## src/rtl/rr_arb_mux.sv

```systemverilog
// rr_arb_mux
//   N-channel, WIDTH-bit arbitrated multiplexer with valid/ready handshakes
//   and a single registered output stage. The channel is chosen by a
//   round-robin arbiter (MODE=0), by a fixed-priority arbiter where the
//   lowest index wins (MODE=1), or by force_sel when force_en is high.
//   It sustains one word per cycle: a new word can be accepted in the same
//   cycle that the held word drains.
//
// Ports
//   clk        rising-edge clock
//   reset_n    asynchronous active-low reset
//   in_data    N packed channel words, channel i at [i*WIDTH +: WIDTH]
//   in_valid   per-channel word-present flags
//   in_ready   per-channel accept strobe (one-hot or zero), combinational
//   force_en   bypass the arbiter and use force_sel
//   force_sel  forced channel index (indices >= N are never granted)
//   out_data   registered output word
//   out_valid  out_data holds a valid word
//   out_ready  consumer takes out_data this cycle
//   out_sel    channel index of the word held in out_data
//
// SELW must equal clog2(N).
module rr_arb_mux #(
  parameter int WIDTH = 32,
  parameter int N     = 4,
  parameter int SELW  = 2,
  parameter int MODE  = 0
) (
  input  logic               clk,
  input  logic               reset_n,
  input  logic [N*WIDTH-1:0] in_data,
  input  logic [N-1:0]       in_valid,
  output logic [N-1:0]       in_ready,
  input  logic               force_en,
  input  logic [SELW-1:0]    force_sel,
  output logic [WIDTH-1:0]   out_data,
  output logic               out_valid,
  input  logic               out_ready,
  output logic [SELW-1:0]    out_sel
);

  // Returns {found, index} of the lowest set bit of mask.
  function automatic logic [SELW:0] pick_lowest(input logic [N-1:0] mask);
    logic [SELW:0] r;
    r = '0;
    for (int i = N - 1; i >= 0; i--) begin
      if (mask[i]) r = {1'b1, SELW'(i)};
    end
    return r;
  endfunction

  // Next round-robin pointer: one past the granted channel, modulo N.
  function automatic logic [SELW-1:0] next_ptr(input logic [SELW-1:0] idx);
    return (idx == SELW'(N - 1)) ? '0 : idx + SELW'(1);
  endfunction

  logic [SELW-1:0]  ptr;
  logic [WIDTH-1:0] data_p0;
  logic [SELW-1:0]  sel_p0;
  logic             vld_p0;

  logic             load;
  logic             grant_vld;
  logic [SELW-1:0]  grant_idx;
  logic [N-1:0]     grant_vec;
  logic [N-1:0]     hi_mask;
  logic [SELW:0]    hi_pick;
  logic [SELW:0]    lo_pick;
  logic [WIDTH-1:0] grant_word;

  // Output register can take a word when empty or when it drains this cycle.
  assign load = ~vld_p0 | out_ready;

  // Round-robin is done as two lowest-index searches: first among valid
  // channels at or above ptr, then, if none, among all valid channels.
  // That is the same as scanning ptr..N-1 and wrapping to 0..ptr-1.
  always_comb begin
    grant_vld = 1'b0;
    grant_idx = '0;
    hi_mask   = '0;
    hi_pick   = '0;
    lo_pick   = '0;
    if (force_en) begin
      for (int i = 0; i < N; i++) begin
        if (force_sel == SELW'(i) && in_valid[i]) begin
          grant_vld = 1'b1;
          grant_idx = SELW'(i);
        end
      end
    end else begin
      for (int i = 0; i < N; i++) begin
        hi_mask[i] = in_valid[i] && (SELW'(i) >= ptr);
      end
      lo_pick = pick_lowest(in_valid);
      hi_pick = pick_lowest(hi_mask);
      if (MODE == 0 && hi_pick[SELW]) {grant_vld, grant_idx} = hi_pick;
      else                            {grant_vld, grant_idx} = lo_pick;
    end
  end

  always_comb begin
    grant_vec  = '0;
    grant_word = '0;
    for (int i = 0; i < N; i++) begin
      if (grant_vld && grant_idx == SELW'(i)) begin
        grant_vec[i] = 1'b1;
        grant_word   = in_data[i*WIDTH +: WIDTH];
      end
    end
  end

  // Gated by reset_n so that no channel sees an accept while reset is held.
  assign in_ready = {N{reset_n & load}} & grant_vec;

  // ---- stage p0: output register ----
  always_ff @(posedge clk or negedge reset_n) begin
    if (!reset_n) begin
      data_p0 <= '0;
      sel_p0  <= '0;
      vld_p0  <= 1'b0;
      ptr     <= '0;
    end else if (load) begin
      if (grant_vld) begin
        data_p0 <= grant_word;
        sel_p0  <= grant_idx;
        vld_p0  <= 1'b1;
        ptr     <= next_ptr(grant_idx);
      end else begin
        vld_p0  <= 1'b0;
      end
    end
  end

  assign out_data  = data_p0;
  assign out_sel   = sel_p0;
  assign out_valid = vld_p0;

endmodule

```

## config.mk

```make
export PLATFORM = sky130hd
export DESIGN_NAME = rr_arb_mux
export DESIGN_NICKNAME = d
export VERILOG_FILES = /design/src/rtl/rr_arb_mux.sv
export SDC_FILE = /design/constraint.sdc
export NUM_CORES = 1
export LEC_CHECK = 0
export BUFFER_PORTS_ARGS = -buffer_cell sky130_fd_sc_hd__buf_2
export CAP_MARGIN = 10
export CORE_ASPECT_RATIO = 1.25
export CORE_MARGIN = 5
export CORE_UTILIZATION = 40
export DETAILED_ROUTE_END_ITERATION = 12
export GPL_ROUTABILITY_DRIVEN = 0
export GPL_TIMING_DRIVEN = 0
export PLACE_DENSITY = 0.74
export SYNTH_ARGS = -nofsm -noshare
export SYNTH_HDL_FRONTEND = slang
export SYNTH_SLANG_ARGS = --single-unit
```

## constraint.sdc

```tcl
create_clock -name clk -period 3 [get_ports clk]
set_input_delay 0.15 -clock clk [delete_from_list [all_inputs] [get_ports clk]]
set_output_delay 0.15 -clock clk [all_outputs]
set_load 0.02 [all_outputs]
```

# After elaboration in Yosys (flattened, before gate mapping)
# Index checks and enable logic that the tools add are counted.
[totals] reg_bits=37 latchBits=0 ram_bits=0 rom_bits=0 in_bits=138 out_inout_bits=39 n_memories=0
[classes] add_sub_neg=1 mul=0 div=0 n_lt_le_gt_ge=4 n_eq_ne=6 shifts=0 n_mux=30 n_bitwise=4 n_reduce_logical=15
[ops] op="$mux W32" count=4
[ops] op="$mux W3" count=9
[ops] op="$logic_and A1 B1 Y1" count=12
[ops] op="$mux W1" count=12
[ops] op="$mux W2" count=5
[ops] op="$eq A2 B2 Y1 const B" count=4
[ops] op="$and A4 B4 Y4" count=1
[ops] op="$eq A2 B1 Y1 const B" count=2
[ops] op="$ge A1 B2 Y1 const A" count=2
[ops] op="$ge A2 B2 Y1 const A" count=2
[ops] op="$logic_not A2 Y1" count=2
[ops] op="$add A2 B1 Y2 const B" count=1
[ops] op="$reduce_and A2 Y1" count=1
[ops] op="$and A1 B1 Y1" count=1
[ops] op="$not A1 Y1" count=1
[ops] op="$or A1 B1 Y1" count=1

# Depth between registers and ports, before layout
[logic_depth] depth_word=15 mapped_depth=12 ltp_nobuf=9

# Worst setup path before layout
# Ideal clock, no wire load.
[synth_timing] kind="flip-flop to flip-flop" start="register ptr[1]" end="register data_p0[2] (netlist: out_data[2])" t_arrival_ns=2.360 t_required_ns=2.919 path_slack_ns=0.559 path_stages_with_launch=11 period_less_slack_ns=2.441 path_cell_list="dfrtp_1 > nand2b_1 > a21o_1 > a31oi_1 > inv_1 > ha_1 > clkbuf_1 > a31oi_1 > clkbuf_1 > o2111ai_1 > a31oi_2"
[synth_between] elab_chain_len=15 elab_cells_between_ends=30 cone_classes="order compare (4); eq/ne (3); mux (13); reduce/logical (10)"
[synth_lines] item="start: declaration" line_no="57" rtl="logic [SELW-1:0] ptr;"
[synth_lines] item="start signal: assignment" line_no="127" rtl="ptr <= next_ptr(grant_idx);"
[synth_lines] item="$ge A2 B2 Y1" line_no="92" rtl="hi_mask[i] = in_valid[i] && (SELW'(i) >= ptr);"
[synth_lines] item="$logic_and A1 B1 Y1" line_no="92"
[synth_lines] item="$mux W3 (3 in series)" line_no="47" rtl="if (mask[i]) r = {1'b1, SELW'(i)};"
[synth_lines] item="$mux W3 (*)" line_no="47"
[synth_lines] item="$mux W3 (*)" line_no="83" rtl="if (force_en) begin"
[synth_lines] item="$mux W2 (*)" line_no="96" rtl="if (MODE == 0 && hi_pick[SELW]) {grant_vld, grant_idx} = hi_pick;"
[synth_lines] item="$mux W2 (*)" line_no="83"
[synth_lines] item="via grant_idx[0]" line_no="64" rtl="logic [SELW-1:0] grant_idx;"
[synth_lines] item="$logic_not A2 Y1" line_no="105" rtl="if (grant_vld && grant_idx == SELW'(i)) begin"
[synth_lines] item="$logic_and A1 B1 Y1" line_no="105"
[synth_lines] item="$mux W32 (3 in series)" line_no="105"
[synth_lines] item="$mux W32 (*)" line_no="105"
[synth_lines] item="end signal: assignment" line_no="124" rtl="data_p0 <= grant_word;"
[synth_lines] item="end: declaration" line_no="58" rtl="logic [WIDTH-1:0] data_p0;"
# The timed path passes the listed nets; every way through them passes the cells marked *. The select of a mux whose other input is x is not followed.
# A chain may end at the register's enable or synchronous reset.

# Final worst setup path
[layout_timing] start="register ptr[1]" end="output port in_ready[3]"
[layout_between] elab_chain_len=13 elab_cells_between_ends=21 cone_classes="order compare (4); eq/ne (1); mux (10); bitwise (1); reduce/logical (5)"
[layout_lines] item="$ge A2 B2 Y1" line_no="92"
[layout_lines] item="$logic_and A1 B1 Y1" line_no="92"
[layout_lines] item="$mux W3 (3 in series)" line_no="47"
[layout_lines] item="$mux W3 (*)" line_no="47"
[layout_lines] item="$mux W3 (*)" line_no="83"
[layout_lines] item="$mux W2 (*)" line_no="96"
[layout_lines] item="$mux W2 (*)" line_no="83"
[layout_lines] item="via grant_idx[1]" line_no="64"
[layout_lines] item="$eq A2 B2 Y1 (*)" line_no="105"
[layout_lines] item="$logic_and A1 B1 Y1 (*)" line_no="105"
[layout_lines] item="$mux W1 (*)" line_no="105"
[layout_lines] item="$and A4 B4 Y4 (*)" line_no="113" rtl="assign in_ready = {N{reset_n & load}} & grant_vec;"
[layout_lines] item="end: declaration" line_no="33" rtl="output logic [N-1:0] in_ready,"
# Marks and branches as above.

==> summary.txt <==
Place
  – # port buffers: 176
  – DP Cell Count: 615
  – HPWL after DPL: 8290 µm
  – Dpl cell area: 3730 µm²

Synth
  – Top-count cell post-synth: nand2_1
  – Ys async rst share: 100%
  – Post-Syn Area: 2740 µm²
  – FF+latch count, synth: 37
  – Syn avg cell area: 7.78 µm²
  – Post-Syn Instances: 352
  – Top FF cell, synth: dfrtp_1
  – Syn_nets: 494
  – Sequential share of the synthesized area: 33.8%
  – Post-synth top area cell: dfrtp_1
  – Synth cell types: 28
  – Top post-synthesis cells by count: nand2_1 (101), dfrtp_1 (37), a21oi_1 (36)
  – Synth top area share: 33.8%
  – EDFF count, synth: 0
  – Yosys warns: 0
  – Area contributors post-synth: dfrtp_1 (34%), nand2_1 (14%), o2111ai_1 (10%)

Timing
  – Unrepaired setup endpoints after global routing: no
  – Final Hold Vio Count: 0
  – Final Max Tran Viols: 0
  – Worst-Margin Slew: 0.890 ns
  – Tcrit/Tclk final: 92.7%
  – Fmax: 359 MHz
  – Slew margin rel.: 40.7%
  – Post-Route Skew: 0.00266 ns
  – Final Setup Violations: 0
  – Worst hold slack: 0.114 ns
  – Min cycle time layout: 2.78 ns

Clock tree
  – Worst skew pair latency: 0.29 ns
  – CTS tree: done
  – H-tree depth: 2
  – Root buf cell: clkbuf_8
  – Worst-path clk slew: 0.07 ns
  – Postcts setup bufs: 0
  – Clock buffer depth: 2
  – CTS Buf Count: 5
  – Clock sinks: 37

Floorplanning
  – Die X: 84.0 µm
  – Die height: 103 µm
  – # IOs: 177
  – Core area: 6610 µm²
  – Die ar.: 8620 µm²
  – Std cell rows: 33
  – Starting Density: 41.5%

Routing
  – Via Count: 3440
  – Pre-antenna DRT Iters: 4
  – Final wirelength: 10400 µm
  – Drt drc: 0
  – WL/cell: 16.7 µm
  – Detailed Route Iter0 Violations: 129
  – Post-route ant nets: 0
  – Vias/cell: 5.52

Cells and area
  – Post-layout util: 58.2%
  – # nets final: 678
  – Number of diodes: 0
  – Filler cell count: 649
  – Final Cell Area: 3850 µm²
  – Non-Filler Instances: 623
  – Layout area overhead: 40.4%
  – Layout cells sized above 1: 39.2%

GRT
  – GRT Residual Overflow: 0
  – Vias in the first global route: 3438
  – Overall Global Routing Usage: 22.6%
  – Largest net degree at the start of global routing: 42
  – Initial antenna violation count: 1
  – First-pass GRT wire length: 15900 µm

Worst setup path
  – Crit-path max cell delay: 0.42 ns
  – CP endpoint kind: primary output
  – Worst Reg2Reg Path Length in Cells: 10
  – Crit path DAT: 2.63 ns
  – Cell depth of the worst setup path: 9
  – Worst path slowest cell: dfrtp_1
  – Critical path required time: 2.85 ns
  – WP buf/inv: 3
  – Crit path cell chain: nand2b_1 -> a21oi_1 -> o211ai_1 -> nand2_1 -> ha_1 -> clkbuf_1 -> clkbuf_1 -> and3_1 -> buf_2
  – Setup crit start kind: register
  – Crit-path max FO: 10
  – Crit Path Class: register to primary output
  – Top delay family on crit path: buffers and inverters
  – Most used cell, CP: clkbuf_1

Min path
  – Hold Crit Depth: 3
  – Hold crit path type: input pin to register

Power
  – Power, Total: 2.33 mW
  – Switch share: 44.4%
  – Clk network pwr share: 15.2%
  – Pleak: 1.74 nW
  – Reg power frac: 31.7%
  – Cell Int Power: 1.30 mW
  – Max VDD drop: 0.285 mV
  – Net Switching: 1.04 mW
  – Cell Pwr Density: 607 nW/µm²
  – Logic gate share of total power: 53.1%

Status
  – Run status: finished clean

Job
  – Maxcap violations: 0
area by class of cell:
type	count	area, µm²	area share [%]
multi-input cells	271	1640	42.7
inverters	4	15.0	0.390
well taps	87	109	2.83
plain buffers	40	179	4.65
flip-flops and latches	37	926	24.1
clock buffers	7	86.3	2.24
repair buffers	177	891	23.2
worst min-delay path, stage by stage:
cell,delay (ns)
buf_2,0.09
nand2_1,0.05
a31oi_1,0.07
stage by stage:
step                      setup TNS (ns)  worst slack [ns]
after floorplan                        0             0.559
after global placement            -0.716           -0.0517
after detailed placement           -1.51           -0.0783
after CTS                              0            0.0482
after global routing                   0            0.0104
final                                  0             0.218
kinds of logic after synthesis:
logic type	after synthesis	synth area share [%]
multiplexers	3	1.14
flip-flops	37	33.8
AO/OA/AOI/OAI	145	38.7
buffers and inverters	44	6.76
adder cells (fa/ha/maj)	4	1.83
AND/OR/NAND/NOR	119	17.8
what timing repair did:
item | in CTS | in global routing
setup endpoints to repair | 29 | 32
resized for setup | 1 | 15
hold buffers | 1 | 0
hold endpoints to repair | 2 | 0
metal layers:
layer / share of wire (%) / GRT usage (%) / routed length, µm
met5: 0.067 / 0 / 7
met4: 1.4 / 6.31 / 150
met3: 8.1 / 4.08 / 842
met2: 52 / 41.1 / 5380
met1: 39 / 27.6 / 4000
flip-flops by register name, indices dropped and copies added, names as in the netlist:
| name | count |
|---|---|
| out_sel | 2 |
| out_data | 32 |
| out_valid | 1 |
| ptr | 2 |
power groups by stage:
stage          Clock [mW]  Combinational (mW)  Sequential [mW]
6_report            0.354                1.24            0.740
5_1_grt             0.372                1.36            0.756
4_1_cts             0.359                1.24            0.737
3_5_place_dp            0                1.23            0.745
3_3_place_gp            0                1.21            0.736
2_1_floorplan           0               0.617            0.920
cells in the final DEF, fill, tap and decap left out, types with 2 or more instances in the layout:
| cell | count |
|---|---|
| nand2_1 | 101 |
| clkbuf_1 | 26 |
| nand2b_1 | 2 |
| a31oi_2 | 13 |
| mux2i_1 | 2 |
| clkbuf_2 | 7 |
| a31oi_1 | 24 |
| a21o_1 | 2 |
| and3_1 | 4 |
| ha_1 | 4 |
| inv_1 | 3 |
| o21ai_0 | 2 |
| a21oi_1 | 36 |
| nand3_1 | 4 |
| o2111ai_1 | 32 |
| buf_6 | 2 |
| buf_1 | 2 |
| and2_1 | 2 |
| dfrtp_1 | 37 |
| clkbuf_8 | 6 |
| nor2b_1 | 3 |
| o211ai_1 | 34 |
| buf_2 | 180 |
path summary, 6_finish.rpt:
path                                    from           end  slack, ns
worst max-delay path                  ptr[1]   in_ready[3]       0.22
worst min-delay path            in_data[126]  out_data[30]       0.11
worst max register to register        ptr[1]   out_data[6]       0.28
worst min register to register    out_sel[1]    out_sel[1]       0.54
max in group asynchronous            reset_n   out_data[1]       1.92
min in group asynchronous            reset_n  out_data[20]       0.51
Power figures use the tool's default switching activity.
